`config.mk`:
```
export PLATFORM = sky130hd
export DESIGN_NAME = weight_fetch_seq_flat
export DESIGN_NICKNAME = d
export VERILOG_FILES = /design/src/rtl/weight_fetch_seq_pkg.sv /design/src/rtl/weight_fetch_seq_if.sv /design/src/rtl/weight_fetch_seq_out_reg.sv /design/src/rtl/weight_fetch_seq.sv /design/src/flat_wrapper.sv
export SDC_FILE = /design/constraint.sdc
export NUM_CORES = 1
export LEC_CHECK = 0
export ABC_CLOCK_PERIOD_IN_PS = 6200
export CORE_AREA = 2 2 109 111
export CTS_BUF_LIST = sky130_fd_sc_hd__clkbuf_16
export CTS_CLUSTER_DIAMETER = 50
export DETAILED_ROUTE_END_ITERATION = 8
export DIE_AREA = 0 0 111 113
export HOLD_SLACK_MARGIN = 0.15
export PLACE_DENSITY = 0.56
export SYNTH_ARGS = -nofsm -noshare
export SYNTH_HDL_FRONTEND = slang
export SYNTH_SLANG_ARGS = --single-unit
export TNS_END_PERCENT = 1
```
`constraint.sdc`:
```
create_clock -name clk -period 6.2 [get_ports clk]
set_clock_uncertainty 0.05 [all_clocks]
set_input_delay 1.24 -clock clk [delete_from_list [all_inputs] [get_ports clk]]
set_output_delay 1.24 -clock clk [all_outputs]
set_load 0.005 [all_outputs]
```
`src/rtl/weight_fetch_seq_pkg.sv`:
```
// Shared types for the layer-1 weight fetch sequencer.
//   wf_state_t : sequencer FSM state encoding
//   WF_STALL_W : width of the optional stall counter (WF_STALL_CNT_EN)
package wf_pkg;

  typedef enum logic [1:0] {
    IDLE  = 2'd0,
    FETCH = 2'd1,
    DRAIN = 2'd2
  } wf_state_t;

  localparam int WF_STALL_W = 16;

endpackage

```
`src/rtl/weight_fetch_seq_if.sv`:
```
// Weight-pair valid/ready stream from the sequencer to the layer-1 MAC array.
//   w_valid : pair valid           (master -> slave)
//   w_ready : downstream accepts   (slave  -> master)
//   w0, w1  : bank-0 / bank-1 weights
//   w_last  : final beat of the job
interface weight_fetch_seq_if #(
  parameter int WIDTH = 16
);
  logic             w_valid;
  logic             w_ready;
  logic [WIDTH-1:0] w0;
  logic [WIDTH-1:0] w1;
  logic             w_last;

  modport master (output w_valid, output w0, output w1, output w_last, input w_ready);
  modport slave  (input w_valid, input w0, input w1, input w_last, output w_ready);
endinterface

```
`src/rtl/weight_fetch_seq_out_reg.sv`:
```
// wf_out_reg: registered output stage of the weight stream.
// Loads a new pair whenever the stage is empty or its current pair is being
// taken in the same cycle; otherwise holds (stable under backpressure).
//   clk, rst      : clock, async active-high reset
//   in_valid_i    : a new pair is offered this cycle
//   d0_i, d1_i    : bank-0/bank-1 data to capture
//   dlast_i       : last-beat flag to capture
//   load_ok_o     : stage can accept a pair this cycle
//   w             : stream master side
module wf_out_reg #(
  parameter int WIDTH = 16
) (
  input  logic              clk,
  input  logic              rst,
  input  logic              in_valid_i,
  input  logic [WIDTH-1:0]  d0_i,
  input  logic [WIDTH-1:0]  d1_i,
  input  logic              dlast_i,
  output logic              load_ok_o,
  weight_fetch_seq_if.master w
);

  logic             valid_q;
  logic             last_q;
  logic [WIDTH-1:0] w0_q;
  logic [WIDTH-1:0] w1_q;

  assign load_ok_o = !valid_q || w.w_ready;

  always_ff @(posedge clk or posedge rst) begin
    if (rst) begin
      valid_q <= 1'b0;
      last_q  <= 1'b0;
      w0_q    <= '0;
      w1_q    <= '0;
    end else if (in_valid_i && load_ok_o) begin
      valid_q <= 1'b1;
      last_q  <= dlast_i;
      w0_q    <= d0_i;
      w1_q    <= d1_i;
    end else if (valid_q && w.w_ready) begin
      // taken with nothing behind it: empty the stage, keep the data bits
      valid_q <= 1'b0;
      last_q  <= 1'b0;
    end
  end

  assign w.w_valid = valid_q;
  assign w.w_last  = last_q;
  assign w.w0      = w0_q;
  assign w.w1      = w1_q;

endmodule

```
`src/rtl/weight_fetch_seq.sv`:
```
// weight_fetch_seq: drives the two read addresses of the layer-1 dual-bank
// weight ROM and streams one weight pair per beat to the MAC array.
// A job is len consecutive entries per bank from independent base addresses,
// wrapping modulo the bank depth.
//   clk, rst            : clock, async active-high reset
//   start               : job request (ignored while busy)
//   base_a, base_b, len : job parameters, sampled on start accept
//   busy, done          : job in progress / one-cycle completion pulse
//   address, address2   : ROM read addresses (bank 0 / bank 1)
//   rom_data0/1         : combinational ROM bank outputs
//   w                   : weight stream (master)
//   stall_cnt           : backpressure cycle count, only with WF_STALL_CNT_EN
//
// state | meaning
// IDLE  | waiting for start; addresses hold
// FETCH | loading pairs into the output stage, idx advancing
// DRAIN | last pair loaded, waiting for it to be taken
module weight_fetch_seq
  import wf_pkg::*;
#(
  parameter int WIDTH = 16,
  parameter int ADDR  = 5
) (
  input  logic              clk,
  input  logic              rst,
  input  logic              start,
  input  logic [ADDR-1:0]   base_a,
  input  logic [ADDR-1:0]   base_b,
  input  logic [ADDR:0]     len,
  output logic              busy,
  output logic              done,
  output logic [ADDR-1:0]   address,
  output logic [ADDR-1:0]   address2,
  input  logic [WIDTH-1:0]  rom_data0,
  input  logic [WIDTH-1:0]  rom_data1,
  weight_fetch_seq_if.master w
`ifdef WF_STALL_CNT_EN
  ,
  output logic [WF_STALL_W-1:0] stall_cnt
`endif
);

  wf_state_t       state_q, state_d;
  logic [ADDR-1:0] base_a_q, base_a_d;
  logic [ADDR-1:0] base_b_q, base_b_d;
  logic [ADDR:0]   len_q, len_d;
  logic [ADDR:0]   idx_q, idx_d;
  logic [ADDR-1:0] addr0_q, addr0_d;
  logic [ADDR-1:0] addr1_q, addr1_d;
  logic            busy_q, busy_d;
  logic            done_q, done_d;
  logic            fetch_en;
  logic            load_ok;
  logic            last_beat;

  assign last_beat = (idx_q == (len_q - {{ADDR{1'b0}}, 1'b1}));

  always_ff @(posedge clk or posedge rst) begin
    if (rst) begin
      state_q  <= IDLE;
      base_a_q <= '0;
      base_b_q <= '0;
      len_q    <= '0;
      idx_q    <= '0;
      addr0_q  <= '0;
      addr1_q  <= '0;
      busy_q   <= 1'b0;
      done_q   <= 1'b0;
    end else begin
      state_q  <= state_d;
      base_a_q <= base_a_d;
      base_b_q <= base_b_d;
      len_q    <= len_d;
      idx_q    <= idx_d;
      addr0_q  <= addr0_d;
      addr1_q  <= addr1_d;
      busy_q   <= busy_d;
      done_q   <= done_d;
    end
  end

  always_comb begin
    state_d  = state_q;
    base_a_d = base_a_q;
    base_b_d = base_b_q;
    len_d    = len_q;
    idx_d    = idx_q;
    addr0_d  = addr0_q;
    addr1_d  = addr1_q;
    busy_d   = busy_q;
    done_d   = 1'b0;
    fetch_en = 1'b0;
    case (state_q)
      IDLE: begin
        if (start) begin
          base_a_d = base_a;
          base_b_d = base_b;
          len_d    = len;
          idx_d    = '0;
          // present entry 0 now so the ROM data is ready for the first load
          addr0_d  = base_a;
          addr1_d  = base_b;
          if (len != '0) begin
            busy_d  = 1'b1;
            state_d = FETCH;
          end else begin
            done_d = 1'b1;
          end
        end
      end
      FETCH: begin
        fetch_en = 1'b1;
        if (load_ok) begin
          idx_d   = idx_q + {{ADDR{1'b0}}, 1'b1};
          // addresses track the next idx so data is valid for the next load
          addr0_d = base_a_q + idx_d[ADDR-1:0];
          addr1_d = base_b_q + idx_d[ADDR-1:0];
          if (last_beat) state_d = DRAIN;
        end
      end
      DRAIN: begin
        if (w.w_valid && w.w_ready) begin
          busy_d  = 1'b0;
          done_d  = 1'b1;
          state_d = IDLE;
        end
      end
      default: state_d = IDLE;
    endcase
  end

  wf_out_reg #(.WIDTH(WIDTH)) u_out (
    .clk        (clk),
    .rst        (rst),
    .in_valid_i (fetch_en),
    .d0_i       (rom_data0),
    .d1_i       (rom_data1),
    .dlast_i    (last_beat),
    .load_ok_o  (load_ok),
    .w          (w)
  );

  assign busy     = busy_q;
  assign done     = done_q;
  assign address  = addr0_q;
  assign address2 = addr1_q;

`ifdef WF_STALL_CNT_EN
  logic [WF_STALL_W-1:0] stall_q;

  always_ff @(posedge clk or posedge rst) begin
    if (rst) begin
      stall_q <= '0;
    end else if (state_q == IDLE && start) begin
      stall_q <= '0;
    end else if (busy_q && w.w_valid && !w.w_ready && (stall_q != {WF_STALL_W{1'b1}})) begin
      stall_q <= stall_q + {{(WF_STALL_W-1){1'b0}}, 1'b1};
    end
  end

  assign stall_cnt = stall_q;
`endif

endmodule
```
`src/flat_wrapper.sv`:
```
// flat-port wrapper written by rule: the top's interface ports become plain ports
module weight_fetch_seq_flat import wf_pkg::*;
#(
  parameter int WIDTH = 16,
  parameter int ADDR  = 5
)
  (clk, rst, start, base_a, base_b, len, busy, done, address, address2, rom_data0, rom_data1, w_w_valid, w_w0, w_w1, w_w_last, w_w_ready);
  weight_fetch_seq_if #(.WIDTH(WIDTH)) w_i ();
  input  logic clk;
  input  logic rst;
  input  logic start;
  input  logic [ADDR-1:0] base_a;
  input  logic [ADDR-1:0] base_b;
  input  logic [ADDR:0] len;
  output logic busy;
  output logic done;
  output logic [ADDR-1:0] address;
  output logic [ADDR-1:0] address2;
  input  logic [WIDTH-1:0] rom_data0;
  input  logic [WIDTH-1:0] rom_data1;
  output wire logic [$bits(w_i.w_valid)-1:0] w_w_valid;
  output wire logic [$bits(w_i.w0)-1:0] w_w0;
  output wire logic [$bits(w_i.w1)-1:0] w_w1;
  output wire logic [$bits(w_i.w_last)-1:0] w_w_last;
  input wire logic [$bits(w_i.w_ready)-1:0] w_w_ready;
  assign w_w_valid = w_i.w_valid;
  assign w_w0 = w_i.w0;
  assign w_w1 = w_i.w1;
  assign w_w_last = w_i.w_last;
  assign w_i.w_ready = w_w_ready;
  weight_fetch_seq #(.WIDTH(WIDTH), .ADDR(ADDR)) u_core (.clk(clk), .rst(rst), .start(start), .base_a(base_a), .base_b(base_b), .len(len), .busy(busy), .done(done), .address(address), .address2(address2), .rom_data0(rom_data0), .rom_data1(rom_data1), .w(w_i));
endmodule
```
==> metrics.md <==
| Metric | Value |
|---|---|
| Site row count | `39` |
| LEAKAGE | `0.002149 uW` |
| Via density | `4.429` |
| Cts hold-fix bufs | `0` |
| Max-Cap Viols | `0` |
| Hold Crit Class | `flop to flop` |
| Core area | `11270 um2` |
| Top cells by area in the synthesized netlist | `dfrtp_1 54%, nand2_1 14%, ha_1 3.9%, mux2_2 3.5%, xnor2_1 2.7%` |
| Yosys reg bits | `70` |
| F_max | `0.3177 GHz` |
| Antenna violations before repair | `0` |
| Fillcell total | `1135` |
| Post-Synthesis Cells | `333` |
| Total power | `2344 uW` |
| Routed len/inst | `13.68 um` |
| Chip height | `113 um` |
| Layout Utilization | `41.17%` |
| Setup Buffers After CTS | `0` |
| Final Hold Fails | `0` |
| Required @ worst endpoint | `6380 ps` |
| Nature of the critical path endpoint | `flop` |
| Commonest register cell after synthesis | `dfrtp_1` |
| Maximum vdd drop | `0.1775 mV` |
| Post-CTS sizing | `0` |
| DRT Wirelength | `7948 um` |
| Die span in x | `111 um` |
| Sequential fraction of the synthesis area | `54.41%` |
| Yosys top cell area share | `54.41%` |
| Layout cells sized above 1 | `7.763%` |
| Total track usage | `13.32%` |
| Number of global-route vias before repair | `2694` |
| Starting Density | `28.56%` |
| RSZ-0062 raised after global routing | `no` |
| Routed via count | `2573` |
| Pwr dens | `505.1 nW/um2` |
| 1st-iter DRT viols | `171` |
| IO Count | `98` |
| H-Tree Level Count | `3` |
| CTS sink cnt | `70` |
| Clock Tree Root | `clkbuf_16` |
| Synth warn | `0` |
| Final Wtd Congestion | `0.7693` |
| IO Port Bufs | `97` |
| Total iterations of the first detailed-routing run | `4` |
| Final #Nets | `497` |
| Setup TNS | `0 ps` |
| Largest net degree at the start of global routing | `71` |
| CP Data Arrival Time | `3330 ps` |
| Crit path kind | `input pin to flop` |
| Antenna Nets Post-Route | `0` |
| CTS tree | `done` |
| Pins over their slew limit | `0` |
| Setup Viol. Count Final | `0` |
| Crit Path Max Fanout | `37` |
| Residual DRC count | `0` |
| Syn_nets | `397` |
| Syn Std Cell Area | `3219 um2` |
| Worst relative slew slack | `39.44%` |
| First-pass GRT wire length | `13400 um` |
| Netlist cell types | `39` |
| Layout area overhead | `44.15%` |
| Number of synthesized flops with an enable pin | `0` |
| Final Cycle Share | `50.77%` |
| Worst-path clk slew | `60 ps` |
| Post-Syn Area per Cell | `9.668 um2` |
| Run status | `finished clean` |
| Asr flop ratio synth | `100.0%` |
| Startpoint types | `input pin` |
| CTS Buf Count | `9` |
| Total gr overflow | `0` |
| Antenna Cells | `0` |
| CTS max path bufs | `2` |
| Clk_lat worst skew | `320 ps` |
| Post-DP HPWL | `5453 um` |
| Tmin final | `3148 ps` |
| Area of the die | `12540 um2` |
| Slew @ Worst Pin | `908.3 ps` |
| Yosys top cell by area | `dfrtp_1` |
[per-layer routing]
metal / share of wire [%] / vias to the layer above / wire length, um / global-route usage, %
li1: - / 1285 / - / -
met1: 45 / 1224 / 3606 / 16.35
met2: 50 / 59 / 3949 / 23.07
met3: 4.4 / 5 / 352 / 3.749
met4: 0.50 / 0 / 40 / 3.750
met5: 0 / - / 0 / 0
[state kept, by name, summed over array words and instances (netlist names)]
| signal | cells |
|---|---|
| u_core.address | 5 |
| u_core.address2 | 5 |
| u_core.base_a_q | 5 |
| u_core.base_b_q | 5 |
| u_core.busy | 1 |
| u_core.done | 1 |
| u_core.idx_q | 6 |
| u_core.len_q | 6 |
| u_core.state_q | 2 |
| u_core.u_out.w.w0 | 16 |
| u_core.u_out.w.w1 | 16 |
| u_core.u_out.w.w_last | 1 |
| u_core.u_out.w.w_valid | 1 |
[cell usage after synthesis, types with 3 or more instances]
master    count
nand2_1     121
nor2_1        8
dfrtp_1      70
clkbuf_1      3
nand2b_1      5
xor2_1        9
xnor2_1      10
mux2_2       10
mux2i_1       3
inv_1        13
buf_1         7
o21ai_0      17
a21oi_1       8
ha_1         10
a22oi_1       5
nand3_1       4
[cells in the final DEF, fill, tap and decap left out, types with 2 or more instances in the layout]
cell type        netlist  layout
clkdlybuf4s50_1        0      97
a21oi_1                8       8
nand2_1              121     121
mux2_2                10      10
o211ai_1               2       2
xor2_1                 9       9
ha_1                  10      10
xnor2_1               10      10
or4_1                  2       2
dfrtp_1               70      70
nor2_1                 8       8
a21o_1                 2       2
fa_1                   2       2
mux2i_1                3       3
inv_1                 13      15
nand3_1                4       4
buf_4                  0       4
o21ai_0               17      17
nor3b_2                1       2
a22oi_1                5       5
clkbuf_16              0       9
and3_1                 2       2
nand2b_1               5       5
nor3_1                 2       2
[critical path: stages]
cell and delay, ps:
clkdlybuf4s50_1 450, nand2b_1 240, and2_1 190, buf_4 250, nor2_2 660, o21ai_0 190, o31ai_1 100
[area by class of cell]
cell class                 instances  area [um2]  area share, %
clock buffer                       9       225.2          4.853
sequential                        70        1752          37.75
clock inverter                     7       58.81          1.267
timing repair buffer             101        1001          21.57
multi-input combinational        238        1376          29.66
inverter                          13       48.80          1.051
tap                              143       178.9          3.855
[power by group]
| part | internal [uW] | leakage, uW | switching, uW |
|---|---|---|---|
| Clock | 305 | 0.000151 | 186 |
| Combinational | 568 | 0.00114 | 479 |
| Sequential | 666 | 0.000857 | 140 |
| Total | 1540 | 0.00215 | 805 |
[path summary, 6_finish.rpt]
path / start / end / slack [ps] / depth (start not counted)
setup / recovery: w_w_ready / u_core.idx_q[3]$_DFFE_PP0P_ / 3050 / 7
hold / removal: u_core.u_out.w.w1[0]$_DFFE_PP0P_ / u_core.u_out.w.w1[0]$_DFFE_PP0P_ / 420 / 2
setup reg to reg: u_core.idx_q[0]$_DFFE_PP0P_ / u_core.address[4]$_DFFE_PP0P_ / 3790 / 8
hold reg to reg: u_core.u_out.w.w1[0]$_DFFE_PP0P_ / u_core.u_out.w.w1[0]$_DFFE_PP0P_ / 420 / 2
max in group asynchronous: rst / u_core.u_out.w.w_last$_DFFE_PP0P_ / 4050 / 3
min in group asynchronous: rst / u_core.u_out.w.w1[1]$_DFFE_PP0P_ / 1480 / 3
[cells by family (layout without fill, tap and decap cells)]
family	Yosys count	after routing	synth area share (%)
AO/OA/AOI/OAI	40	40	7.462
XOR/XNOR	19	19	5.169
adder cells (fa/ha/maj)	12	12	5.130
buffers and inverters	25	130	2.993
flip-flops	70	70	54.41
multiplexers	13	13	4.431
AND/OR/NAND/NOR	154	154	20.40
[stage by stage]
stage,instances,setup WS (ps),hold WS (ps),instance area (um2)
detailed placement,565,2718,411.3,4357
global route,581,2888,449.3,4641
finish,581,3052,419.2,4641
floorplan,333,3142,412.8,3219
global placement,565,2789,408.8,4357
CTS,581,3058,425.6,4641
(Power assumes the default switching activity.)
